### config.mk
export PLATFORM = sky130hd
export DESIGN_NAME = mprj2_power_sequencer
export DESIGN_NICKNAME = d
export VERILOG_FILES = /design/src/rtl/mprj2_seq_pkg.sv /design/src/rtl/mprj2_sense_sync.sv /design/src/rtl/mprj2_power_sequencer.sv
export SDC_FILE = /design/constraint.sdc
export NUM_CORES = 1
export LEC_CHECK = 0
export ABC_AREA = 1
export CAP_MARGIN = 20
export CORE_UTILIZATION = 33
export DETAILED_ROUTE_END_ITERATION = 7
export DONT_BUFFER_PORTS = 1
export GPL_TIMING_DRIVEN = 1
export MAX_ROUTING_LAYER = met4
export PLACE_DENSITY = 0.49
export SYNTH_ARGS = -nofsm -noshare
export SYNTH_HDL_FRONTEND = slang
export SYNTH_HIERARCHICAL = 1
export SYNTH_SLANG_ARGS = --single-unit
### constraint.sdc
create_clock -name wb_clk_i -period 2 [get_ports wb_clk_i]
set_clock_uncertainty 0.2 [all_clocks]
set_input_delay 0.5 -clock wb_clk_i [delete_from_list [all_inputs] [get_ports wb_clk_i]]
set_output_delay 0.5 -clock wb_clk_i [all_outputs]
set_load 0.02 [all_outputs]
### src/rtl/mprj2_seq_pkg.sv
// rtl/mprj2_seq_pkg.sv - shared state encoding and default timing for the domain-2 power sequencer
package mprj2_seq_pkg;

    typedef enum logic [2:0] {
        ST_OFF      = 3'd0,
        ST_DEBOUNCE = 3'd1,
        ST_CLK_ON   = 3'd2,
        ST_RST_REL  = 3'd3,
        ST_BUS_ON   = 3'd4,
        ST_ON       = 3'd5,
        ST_SD_BUS   = 3'd6,
        ST_SD_RST   = 3'd7
    } seq_state_e;

    localparam int DEF_DEBOUNCE_CYCLES = 16;
    localparam int DEF_STEP_DELAY      = 4;

endpackage

### src/rtl/mprj2_sense_sync.sv
// rtl/mprj2_sense_sync.sv - reset-to-0 multi-flop synchronizer for the domain-2 tie-high sense
module mprj2_sense_sync #(
    parameter int SYNC_STAGES = 2
) (
    input  logic clk,
    input  logic rst,
    input  logic d,
    output logic q
);

    logic [SYNC_STAGES-1:0] sh;

    always_ff @(posedge clk or posedge rst) begin
        if (rst) begin
            sh <= '0;
        end else begin
            sh <= {sh[SYNC_STAGES-2:0], d};
        end
    end

    assign q = sh[SYNC_STAGES-1];

endmodule

### src/rtl/mprj2_power_sequencer.sv
// rtl/mprj2_power_sequencer.sv - ordered power-up/down of user domain 2 gated by its tie-high sense
module mprj2_power_sequencer
    import mprj2_seq_pkg::*;
#(
    parameter int SYNC_STAGES     = 2,
    parameter int DEBOUNCE_CYCLES = DEF_DEBOUNCE_CYCLES,
    parameter int STEP_DELAY      = DEF_STEP_DELAY,
    parameter int CNT_W           = 8
) (
    input  logic       wb_clk_i,
    input  logic       wb_rst_i,
    input  logic       hi_sense,
    input  logic       sw_enable,
    input  logic       fault_clr,
    output logic       user2_clk_en,
    output logic       user2_rst_n,
    output logic       user2_la_en,
    output logic       user2_io_en,
    output logic       user2_powered,
    output logic       user2_fault,
    output logic [2:0] seq_state
);

    localparam logic [CNT_W-1:0] DEB_LAST  = CNT_W'(DEBOUNCE_CYCLES - 1);
    localparam logic [CNT_W-1:0] STEP_LAST = CNT_W'(STEP_DELAY - 1);

    seq_state_e       state, state_nxt;
    logic [CNT_W-1:0] cnt, cnt_nxt;
    logic             s;
    logic             clk_en_nxt, rst_n_nxt, la_en_nxt, io_en_nxt, powered_nxt, fault_nxt;
    logic             lost;

    mprj2_sense_sync #(.SYNC_STAGES(SYNC_STAGES)) u_sync (
        .clk (wb_clk_i),
        .rst (wb_rst_i),
        .d   (hi_sense),
        .q   (s)
    );

    always_ff @(posedge wb_clk_i or posedge wb_rst_i) begin
        if (wb_rst_i) begin
            state         <= ST_OFF;
            cnt           <= '0;
            user2_clk_en  <= 1'b0;
            user2_rst_n   <= 1'b0;
            user2_la_en   <= 1'b0;
            user2_io_en   <= 1'b0;
            user2_powered <= 1'b0;
            user2_fault   <= 1'b0;
        end else begin
            state         <= state_nxt;
            cnt           <= cnt_nxt;
            user2_clk_en  <= clk_en_nxt;
            user2_rst_n   <= rst_n_nxt;
            user2_la_en   <= la_en_nxt;
            user2_io_en   <= io_en_nxt;
            user2_powered <= powered_nxt;
            user2_fault   <= fault_nxt;
        end
    end

    // Losing the sense rail anywhere past debounce is a fault; in OFF/DEBOUNCE it is just "not ready".
    assign lost = !s && (state != ST_OFF) && (state != ST_DEBOUNCE);

    always_comb begin
        state_nxt   = state;
        cnt_nxt     = cnt;
        clk_en_nxt  = user2_clk_en;
        rst_n_nxt   = user2_rst_n;
        la_en_nxt   = user2_la_en;
        io_en_nxt   = user2_io_en;
        powered_nxt = user2_powered;
        fault_nxt   = user2_fault && !fault_clr;

        case (state)
            ST_OFF: begin
                if (s && sw_enable && !user2_fault) begin
                    state_nxt = ST_DEBOUNCE;
                    cnt_nxt   = '0;
                end
            end
            ST_DEBOUNCE: begin
                if (!s || !sw_enable) begin
                    state_nxt = ST_OFF;
                    cnt_nxt   = '0;
                end else if (cnt == DEB_LAST) begin
                    state_nxt  = ST_CLK_ON;
                    clk_en_nxt = 1'b1;
                    cnt_nxt    = '0;
                end else begin
                    cnt_nxt = cnt + CNT_W'(1);
                end
            end
            ST_CLK_ON: begin
                if (!sw_enable) begin
                    state_nxt = ST_SD_RST;
                    cnt_nxt   = '0;
                end else if (cnt == STEP_LAST) begin
                    state_nxt = ST_RST_REL;
                    rst_n_nxt = 1'b1;
                    cnt_nxt   = '0;
                end else begin
                    cnt_nxt = cnt + CNT_W'(1);
                end
            end
            ST_RST_REL: begin
                if (!sw_enable) begin
                    state_nxt = ST_SD_BUS;
                    cnt_nxt   = '0;
                end else if (cnt == STEP_LAST) begin
                    state_nxt   = ST_ON;
                    la_en_nxt   = 1'b1;
                    io_en_nxt   = 1'b1;
                    powered_nxt = 1'b1;
                    cnt_nxt     = '0;
                end else begin
                    cnt_nxt = cnt + CNT_W'(1);
                end
            end
            ST_BUS_ON, ST_ON: begin
                if (!sw_enable) begin
                    state_nxt   = ST_SD_BUS;
                    la_en_nxt   = 1'b0;
                    io_en_nxt   = 1'b0;
                    powered_nxt = 1'b0;
                    cnt_nxt     = '0;
                end else begin
                    state_nxt   = ST_ON;
                    la_en_nxt   = 1'b1;
                    io_en_nxt   = 1'b1;
                    powered_nxt = 1'b1;
                end
            end
            ST_SD_BUS: begin
                if (cnt == STEP_LAST) begin
                    state_nxt = ST_SD_RST;
                    rst_n_nxt = 1'b0;
                    cnt_nxt   = '0;
                end else begin
                    cnt_nxt = cnt + CNT_W'(1);
                end
            end
            ST_SD_RST: begin
                if (cnt == STEP_LAST) begin
                    state_nxt  = ST_OFF;
                    clk_en_nxt = 1'b0;
                    cnt_nxt    = '0;
                end else begin
                    cnt_nxt = cnt + CNT_W'(1);
                end
            end
            default: begin
                state_nxt   = ST_OFF;
                cnt_nxt     = '0;
                clk_en_nxt  = 1'b0;
                rst_n_nxt   = 1'b0;
                la_en_nxt   = 1'b0;
                io_en_nxt   = 1'b0;
                powered_nxt = 1'b0;
            end
        endcase

        // Power loss beats everything, including a pending fault_clr.
        if (lost) begin
            state_nxt   = ST_OFF;
            cnt_nxt     = '0;
            clk_en_nxt  = 1'b0;
            rst_n_nxt   = 1'b0;
            la_en_nxt   = 1'b0;
            io_en_nxt   = 1'b0;
            powered_nxt = 1'b0;
            fault_nxt   = 1'b1;
        end
    end

    assign seq_state = state;

endmodule

# Word level (Yosys, flattened, before mapping)
# Index checks and enable logic that the tools add are counted.
# Widths: inputs -> output; s select.
classes:
  add_sub_neg: 1
  reduce_logical: 23
  muxes: 33
  eq_ne: 23
ops:
  columns: ["operator", "n"]
  rows:
  - ["$mux 8", 7]
  - ["$pmux 8 s5", 1]
  - ["$mux 3", 10]
  - ["$ne 3x3->1 const B", 10]
  - ["$pmux 3 s7", 1]
  - ["$eq 3x3->1 const B", 4]
  - ["$ne 4x4->1 const B", 3]
  - ["$reduce_bool 3->1", 4]
  - ["$mux 1", 10]
  - ["$add 8x1->8 const B", 1]
  - ["$eq 8x2->1 const B", 1]
  - ["$eq 8x4->1 const B", 1]
  - ["$reduce_and 4->1", 2]
  - ["$eq 3x2->1 const B", 2]
  - ["$pmux 1 s2", 3]
  - ["$reduce_and 6->1", 1]
  - ["$reduce_or 2->1", 3]
  - ["$logic_and 1x1->1", 5]
  - ["$logic_not 1->1", 4]
  - ["$eq 3x1->1 const B", 1]
  - ["$logic_not 3->1", 1]
  - ["$ne 3x1->1 const B", 1]
  - ["$reduce_and 3->1", 1]
  - ["$mux 2", 1]
  - ["2 further kinds", 2]
word_totals:
  in_bits: 5
  ff_bits: 17
  out_inout_bits: 9

# Longest topological paths before layout
# Gate-level depths: netlist of run 1.
logic_depth:
  depth_word: 5
  mapped_depth: 10
  mapped_depth_nobuf: 10

# Modules after synthesis
# Netlist of run 1, hierarchy kept.
by_module_without_submodules:
  columns: ["mod", "seq_area_each_um2", "area_per_inst_um2", "n_inst", "cells_each"]
  rows:
  - ["mprj2_power_sequencer", 375.4, 1091.0, 1, 156]
  - ["mprj2_sense_sync", 50.0, 53.8, 1, 3]

# Worst setup path after synthesis of run 1
# OpenSTA, ideal clock, no wires.
synth_path:
  kind: "register to register"
  startpoint: "reg cnt[0]"
  endpoint: "reg state[1] (netlist: seq_state[1])"
  path_stages_with_launch: 11
  arrival_time_ps: 1346
  setup_slack_ps: 335
  setup_time_ps: 118
  path_cell_list: "dfrtp_1 > ha_1 > nand2_1 > nor2_1 > nand3_1 > nand2_2 > nand2_1 > nor2_1 > nand2_1 > nand2_1 > nand2_1"
synth_between:
  elab_chain_cells: 3
  word_cells_on_any_way: 8
  classes_between: "eq/ne (7); reduce/logical (1)"
synth_rtl:
  columns: ["item", "line_no", "text"]
  rows:
  - ["start: declaration", "mprj2_power_sequencer.sv:28", "logic [CNT_W-1:0] cnt, cnt_nxt;"]
  - ["start signal: assignment", "mprj2_power_sequencer.sv:52", "cnt <= cnt_nxt;"]
  - ["$eq 8x4->1 / $eq 8x2->1 (equally long branches)", null, null]
  - ["$ne 4x4->1 (no line) / $ne 3x3->1 (equally long branches)", null, null]
  - ["$reduce_and 6->1 (no line) (*)", null, null]
  - ["end signal: assignment", "mprj2_power_sequencer.sv:51", "state <= state_nxt;"]
  - ["end: declaration", "mprj2_power_sequencer.sv:27", "seq_state_e state, state_nxt;"]
# Mark *: on every way between the ends. The rest lies on a longest branch, timed or not.
# A chain may end at the register's enable or synchronous reset.

# Final worst setup path of run 1
layout_path:
  startpoint: "reg cnt[0]"
  endpoint: "reg state[0] (netlist: seq_state[0])"
# The elaborated chain is that of the path after synthesis.

==> results of run 1 <==
[power groups by stage]
stage | Clock (mW) | Combinational [mW] | Sequential (mW)
2_1_floorplan | 0 | 0.652 | 0.574
3_3_place_gp | 0 | 0.760 | 0.598
3_5_place_dp | 0 | 0.757 | 0.599
4_1_cts | 0.202 | 0.762 | 0.591
5_1_grt | 0.214 | 0.860 | 0.608
6_report | 0.197 | 0.763 | 0.590
[cell type report]
| type | instances | area, µm² | area share |
|---|---|---|---|
| clock buffers | 3 | 22.5 | 0.0181 |
| clock inverters | 1 | 5.00 | 0.00402 |
| inverters | 22 | 85.1 | 0.0683 |
| multi-input cells | 117 | 608 | 0.488 |
| flip-flops and latches | 17 | 425 | 0.341 |
| well taps | 46 | 57.6 | 0.0462 |
| repair buffers | 5 | 42.5 | 0.0341 |
[stage by stage]
stage	instances	power, mW	hold WS (ns)
2_1_floorplan	159	1.23	0.0412
3_3_place_gp	205	1.36	0.0447
3_5_place_dp	205	1.36	0.0502
4_1_cts	210	1.55	0.00532
5_1_grt	211	1.68	0.0997
6_report	211	1.55	0.0955
[timing repair]
item / in CTS / in global routing
hold buffers: 1 / 1
endpoints found under the hold margin: 17 / 1
setup buffers: 0 / 0
[worst max-delay path: cells and delay by family, from the launching register on]
kind	cells	cell delay [ns]
flops	1	0.41
fa+ha+maj	1	0.21
simple gates	9	0.87
[synthesized netlist by cell type (3+ instances only)]
library cell	number	area (µm²)
nand2_2	5	31.3
o21ai_0	7	35.0
nand2_1	42	158
dfrtp_1	17	425
a21oi_1	3	15.0
nor2_1	19	71.3
nand3_1	15	75.1
a21boi_0	4	30.0
inv_1	21	78.8
[metal layers]
metal	routed length (µm)	GRT usage	up-vias
met5	0	-	-
met4	23	0.0649	0
met3	124	0.0192	3
met2	1140	0.251	37
met1	1260	0.221	466
li1	-	-	523
[cell families after synthesis]
family | count (synthesis) | share of synthesized area
simple gates | 94 | 0.396
buf+inv | 25 | 0.0973
mux | 1 | 0.00874
xor+xnor | 1 | 0.00765
flops | 17 | 0.372
compound gates | 20 | 0.108
fa+ha+maj | 1 | 0.0109
[worst min path at each step]
stage | from | slack, ns | endpoint
CTS | hi_sense | 0.005 | u_sync/sh[0]
global placement | wb_rst_i | 0.04 | u_sync/sh[0]
floorplan | wb_rst_i | 0.04 | u_sync/sh[0]
finish | fault_clr | 0.1 | user2_fault
global route | fault_clr | 0.1 | user2_fault
detailed placement | wb_rst_i | 0.05 | u_sync/sh[0]
[flip-flops by register name (all words and copies together) (netlist names)]
signal,cells
cnt,8
seq_state,3
u_sync/sh,2
user2_clk_en,1
user2_fault,1
user2_powered,1
user2_rst_n,1
==> flow_metrics.env, run 1 <==
export IMPL_setup_tns_final_ns=0
export IMPL_rrSetupSlack_ns=0.19
export IMPL_synth_edf_count=0
export IMPL_first_iter_violations=38
export IMPL_drc=0
export IMPL_place_ws_ns=0.235
export IMPL_startpoint_type="flop"
export IMPL_maxCapViolCount=0
export IMPL_rsz0062_at_grt="no"
export IMPL_synthCells=159
export IMPL_arrival_ns=1.81
export IMPL_grt_pass1_wl_mm=4.36
export IMPL_startpoint="cnt[0]"
export IMPL_clockBufferDepth=2
export IMPL_crit_type="reg2reg"
export IMPL_final_cell_mix="nand2_1 (42), inv_1 (21), nor2_1 (19)"
export IMPL_pwr_share_clk=0.127
export IMPL_r2r_cells=10
export IMPL_hold_violations=0
export IMPL_combPwrFrac=0.492
export IMPL_n_antenna_cell=0
export IMPL_initial_utilization=0.343
export IMPL_crit_path_top_delay_cell="dfrtp_1"
export IMPL_final_area_um2=1250
export IMPL_cts_sinks=17
export IMPL_fp_coreArea_um2=3340
export IMPL_track_usage=0.164
export IMPL_routedWlPerCell_um=12.1
export IMPL_relSlewSlack=0.589
export IMPL_final_common_cell="nand2_1"
export IMPL_port_buffers=0
export IMPL_period_share=0.903
export IMPL_finalSetupViolCount=0
export IMPL_power_density_nw_per_um2=1240
export IMPL_p_sw_mw=0.800
export IMPL_antenna_found_initial=0
export IMPL_status="complete, no violations"
export IMPL_fill_cells=371
export IMPL_cts_root_buffer="clkbuf_4"
export IMPL_ys_warn_count=6
export IMPL_rr_startpoint="cnt[0]"
export IMPL_clkSlewWorstSetupHoldPaths_ns=0.11
export IMPL_worst_hold_path_type="in2reg"
export IMPL_die_h_um=60.9
export IMPL_syn_area_um2=1140
export IMPL_final_setup_worst_slack_ns=0.193
export IMPL_path_cells="ha_1, nand2_1, nor2_1, nand3_1, nand2_2, nand2_1, nor2_1, nand2_1, nand2_1, nand2_1"
export IMPL_worst_slew_pin_slew_ns=0.615
export IMPL_grt_max_degree=16
export IMPL_via_count=1029
export IMPL_slowest_delay_ns=0.41
export IMPL_grt_pass1_vias=997
export IMPL_pwr_share_seq=0.381
export IMPL_vdd_drop_max_mv=0.532
export IMPL_synth_seq_cells=17
export IMPL_cp_end_kind="flop"
export IMPL_dpl_cell_area_um2=1200
export IMPL_die_w_um=60.9
export IMPL_area_growth_synth_to_final_pct=8.85
export IMPL_dr_pass1_iters=4
export IMPL_nNetsFinal=172
export IMPL_wirelength_mm=2.55
export IMPL_cpMostUsedCell="nand2_1"
export IMPL_swShare=0.517
export IMPL_die_area_um2=3710
export IMPL_synth_area_per_cell_um2=7.20
export IMPL_fmax_mhz=553
export IMPL_drv_slew=0
export IMPL_clock_latency_ns=0.30
export IMPL_p_leak_nw=0.616
export IMPL_via_per_inst=4.88
export IMPL_p_int_mw=0.749
export IMPL_grt_overflow=0
export IMPL_ios=14
export IMPL_cts_repair_resized=0
export IMPL_ys_seq_area_frac=0.372
export IMPL_synthArstFlopShare=1.00
export IMPL_syn_nets=165
export IMPL_rows=21
export IMPL_htreeDepth=1
export IMPL_final_layout_size_suffix_gt1_frac=0.127
export IMPL_synth_cell_types=29
export IMPL_synthFlopType="dfrtp_1"
export IMPL_holdPathStages=1
export IMPL_required_ns=2.00
export IMPL_ant_nets=0
export IMPL_post_route_min_period_ns=1.81
export IMPL_numCtsBuffers=3
export IMPL_cts_tree="yes"
export IMPL_cp_max_fo=3
export IMPL_gp_congestion=0.907
export IMPL_r2r_end="seq_state[0]"
export IMPL_cp_endpoint="seq_state[0]"
export IMPL_dp_hpwl_mm=1.93
export IMPL_fin_util=0.373
Note: power is estimated with default switching activity, not from simulation.
==> inputs of run 2 (changes only) <==
--- a/config.mk
+++ b/config.mk
@@ -7,12 +7,13 @@
 export LEC_CHECK = 0
 export ABC_AREA = 1
 export CAP_MARGIN = 20
-export CORE_UTILIZATION = 33
+export CORE_UTILIZATION = 45
 export DETAILED_ROUTE_END_ITERATION = 7
 export DONT_BUFFER_PORTS = 1
+export GPL_ROUTABILITY_DRIVEN = 0
 export GPL_TIMING_DRIVEN = 1
 export MAX_ROUTING_LAYER = met4
-export PLACE_DENSITY = 0.49
+export PLACE_DENSITY = 0.62
 export SYNTH_ARGS = -nofsm -noshare
 export SYNTH_HDL_FRONTEND = slang
 export SYNTH_HIERARCHICAL = 1
==> run 2 against run 1 <==
  * Critical path depth decreased by 2
  * Worst setup slack improved by 0.010 ns
  * Power decreased by 1.5%
  * Non-clock buffer count decreased by 1
  * Combinational power decreased by 3.5%
  * Wire length decreased by 4.4%
  * Core utilization increased by 16 points
  * Largest power group unchanged
  * First-iteration DRC count decreased by 26%
  * Sequential power increased by 2%
==> flow_metrics.env, run 2 (synthesis gave the netlist of run 1 again) <==
export IMPL_die_w_um=52.4
export IMPL_grt_overflow=0
export IMPL_largest_reg_flops=8
export IMPL_cts_sinks=17
export IMPL_port_buffers=0
export IMPL_drv_slew=0
export IMPL_area_growth_synth_to_final_pct=6.23
export IMPL_numCtsBuffers=3
export IMPL_clockBufferDepth=2
export IMPL_antenna_found_initial=0
export IMPL_power_density_nw_per_um2=1250
export IMPL_first_iter_violations=28
export IMPL_drc=0
export IMPL_final_common_cell="nand2_1"
export IMPL_grt_pass1_wl_mm=4.26
export IMPL_hold_violations=0
export IMPL_fp_coreArea_um2=2300
export IMPL_cts_repair_resized=0
export IMPL_p_leak_nw=0.611
export IMPL_grt_max_degree=16
export IMPL_place_ws_ns=0.231
export IMPL_ios=14
export IMPL_dr_pass1_iters=5
export IMPL_die_h_um=52.4
export IMPL_worst_slew_pin_slew_ns=0.588
export IMPL_relSlewSlack=0.608
export IMPL_status="complete, no violations"
export IMPL_htreeDepth=1
export IMPL_wirelength_mm=2.44
export IMPL_worst_hold_path_type="in2reg"
export IMPL_final_area_um2=1220
export IMPL_dpl_cell_area_um2=1170
export IMPL_cp_end_kind="flop"
export IMPL_arrival_ns=1.78
export IMPL_maxCapViolCount=0
export IMPL_crit_type="reg2reg"
export IMPL_ant_nets=0
export IMPL_final_layout_size_suffix_gt1_frac=0.122
export IMPL_via_per_inst=5.34
export IMPL_largest_register="cnt"
export IMPL_final_cells=192
export IMPL_vdd_drop_max_mv=0.838
export IMPL_final_setup_worst_slack_ns=0.203
export IMPL_n_antenna_cell=0
export IMPL_fmax_mhz=557
export IMPL_routedWlPerCell_um=12.7
export IMPL_rsz0062_at_grt="no"
export IMPL_dp_hpwl_mm=1.85
export IMPL_post_route_min_period_ns=1.80
export IMPL_via_count=1025
export IMPL_period_share=0.898
export IMPL_clock_latency_ns=0.29
export IMPL_cp_max_fo=6
export IMPL_dp_cells=186
export IMPL_nNetsFinal=171
export IMPL_track_usage=0.216
export IMPL_initial_utilization=0.498
export IMPL_clkSlewWorstSetupHoldPaths_ns=0.11
export IMPL_final_cell_mix="nand2_1 (42), inv_1 (21), nor2_1 (19)"
export IMPL_rows=17
export IMPL_cts_tree="yes"
export IMPL_whs_ns=0.0992
export IMPL_grt_pass1_vias=954
export IMPL_startpoint_type="flop"
export IMPL_setup_tns_final_ns=0
export IMPL_cts_root_buffer="clkbuf_4"
export IMPL_required_ns=1.98
export IMPL_finalSetupViolCount=0
export IMPL_die_area_um2=2750
## run 2: where the power goes
group          leakage, nW  switching, mW  internal, mW
clock network       0.0177          0.112        0.0742
registers            0.224          0.189         0.414
logic                0.369          0.485         0.252
total                0.611          0.785         0.740
## run 2: metrics by stage
| stage | utilization | power, mW |
|---|---|---|
| after floorplan | - | 1.23 |
| after global placement | 0.509 | 1.32 |
| after detailed placement | 0.509 | 1.34 |
| after CTS | 0.525 | 1.53 |
| after global routing | 0.529 | 1.68 |
| final | 0.529 | 1.53 |
## run 2: layer usage
layer / share of wire / wire length [µm] / global-route usage / vias to the layer above
met2: 0.44 / 1070 / 0.312 / 32
met1: 0.50 / 1230 / 0.314 / 470
met3: 0.050 / 123 / 0.0348 / 2
met5: 0 / 0 / - / -
li1: - / - / - / 521
met4: 0.0057 / 14 / 0.0526 / 0
## run 2: repair_timing
| item | in CTS | in global routing |
|---|---|---|
| buffers inserted | 0 | 0 |
| hold endpoints to repair | 17 | 1 |
| hold buffers | 1 | 1 |
## run 2: layout make-up
type / instances / area [µm²]
multi-input combinational: 117 / 608
tap: 28 / 35.0
timing repair buffer: 4 / 35.0
fill: 230 / 1080
clock buffer: 3 / 22.5
clock inverter: 1 / 5.00
inverter: 22 / 85.1
sequential: 17 / 425
## run 2: worst paths after layout
check / start / endpoint / slack [ns] / cells past startpoint
worst max-delay path: cnt[0] / seq_state[0] / 0.20 / 8
worst min-delay path: fault_clr / user2_fault / 0.1 / 1
worst max register to register: cnt[0] / seq_state[0] / 0.20 / 8
worst min register to register: u_sync/sh[0] / u_sync/sh[1] / 0.17 / 0
max in group asynchronous: wb_rst_i / user2_clk_en / 0.69 / 2
min in group asynchronous: wb_rst_i / u_sync/sh[1] / 0.31 / 2
## run 2: critical path, cell delays in order, from the launching register on
cell	delay, ns
dfrtp_1	0.40
ha_1	0.21
nand3_1	0.13
nor2_2	0.28
nor2_1	0.07
nor2_1	0.19
nand2_1	0.09
nand2_1	0.07
nand2_1	0.06
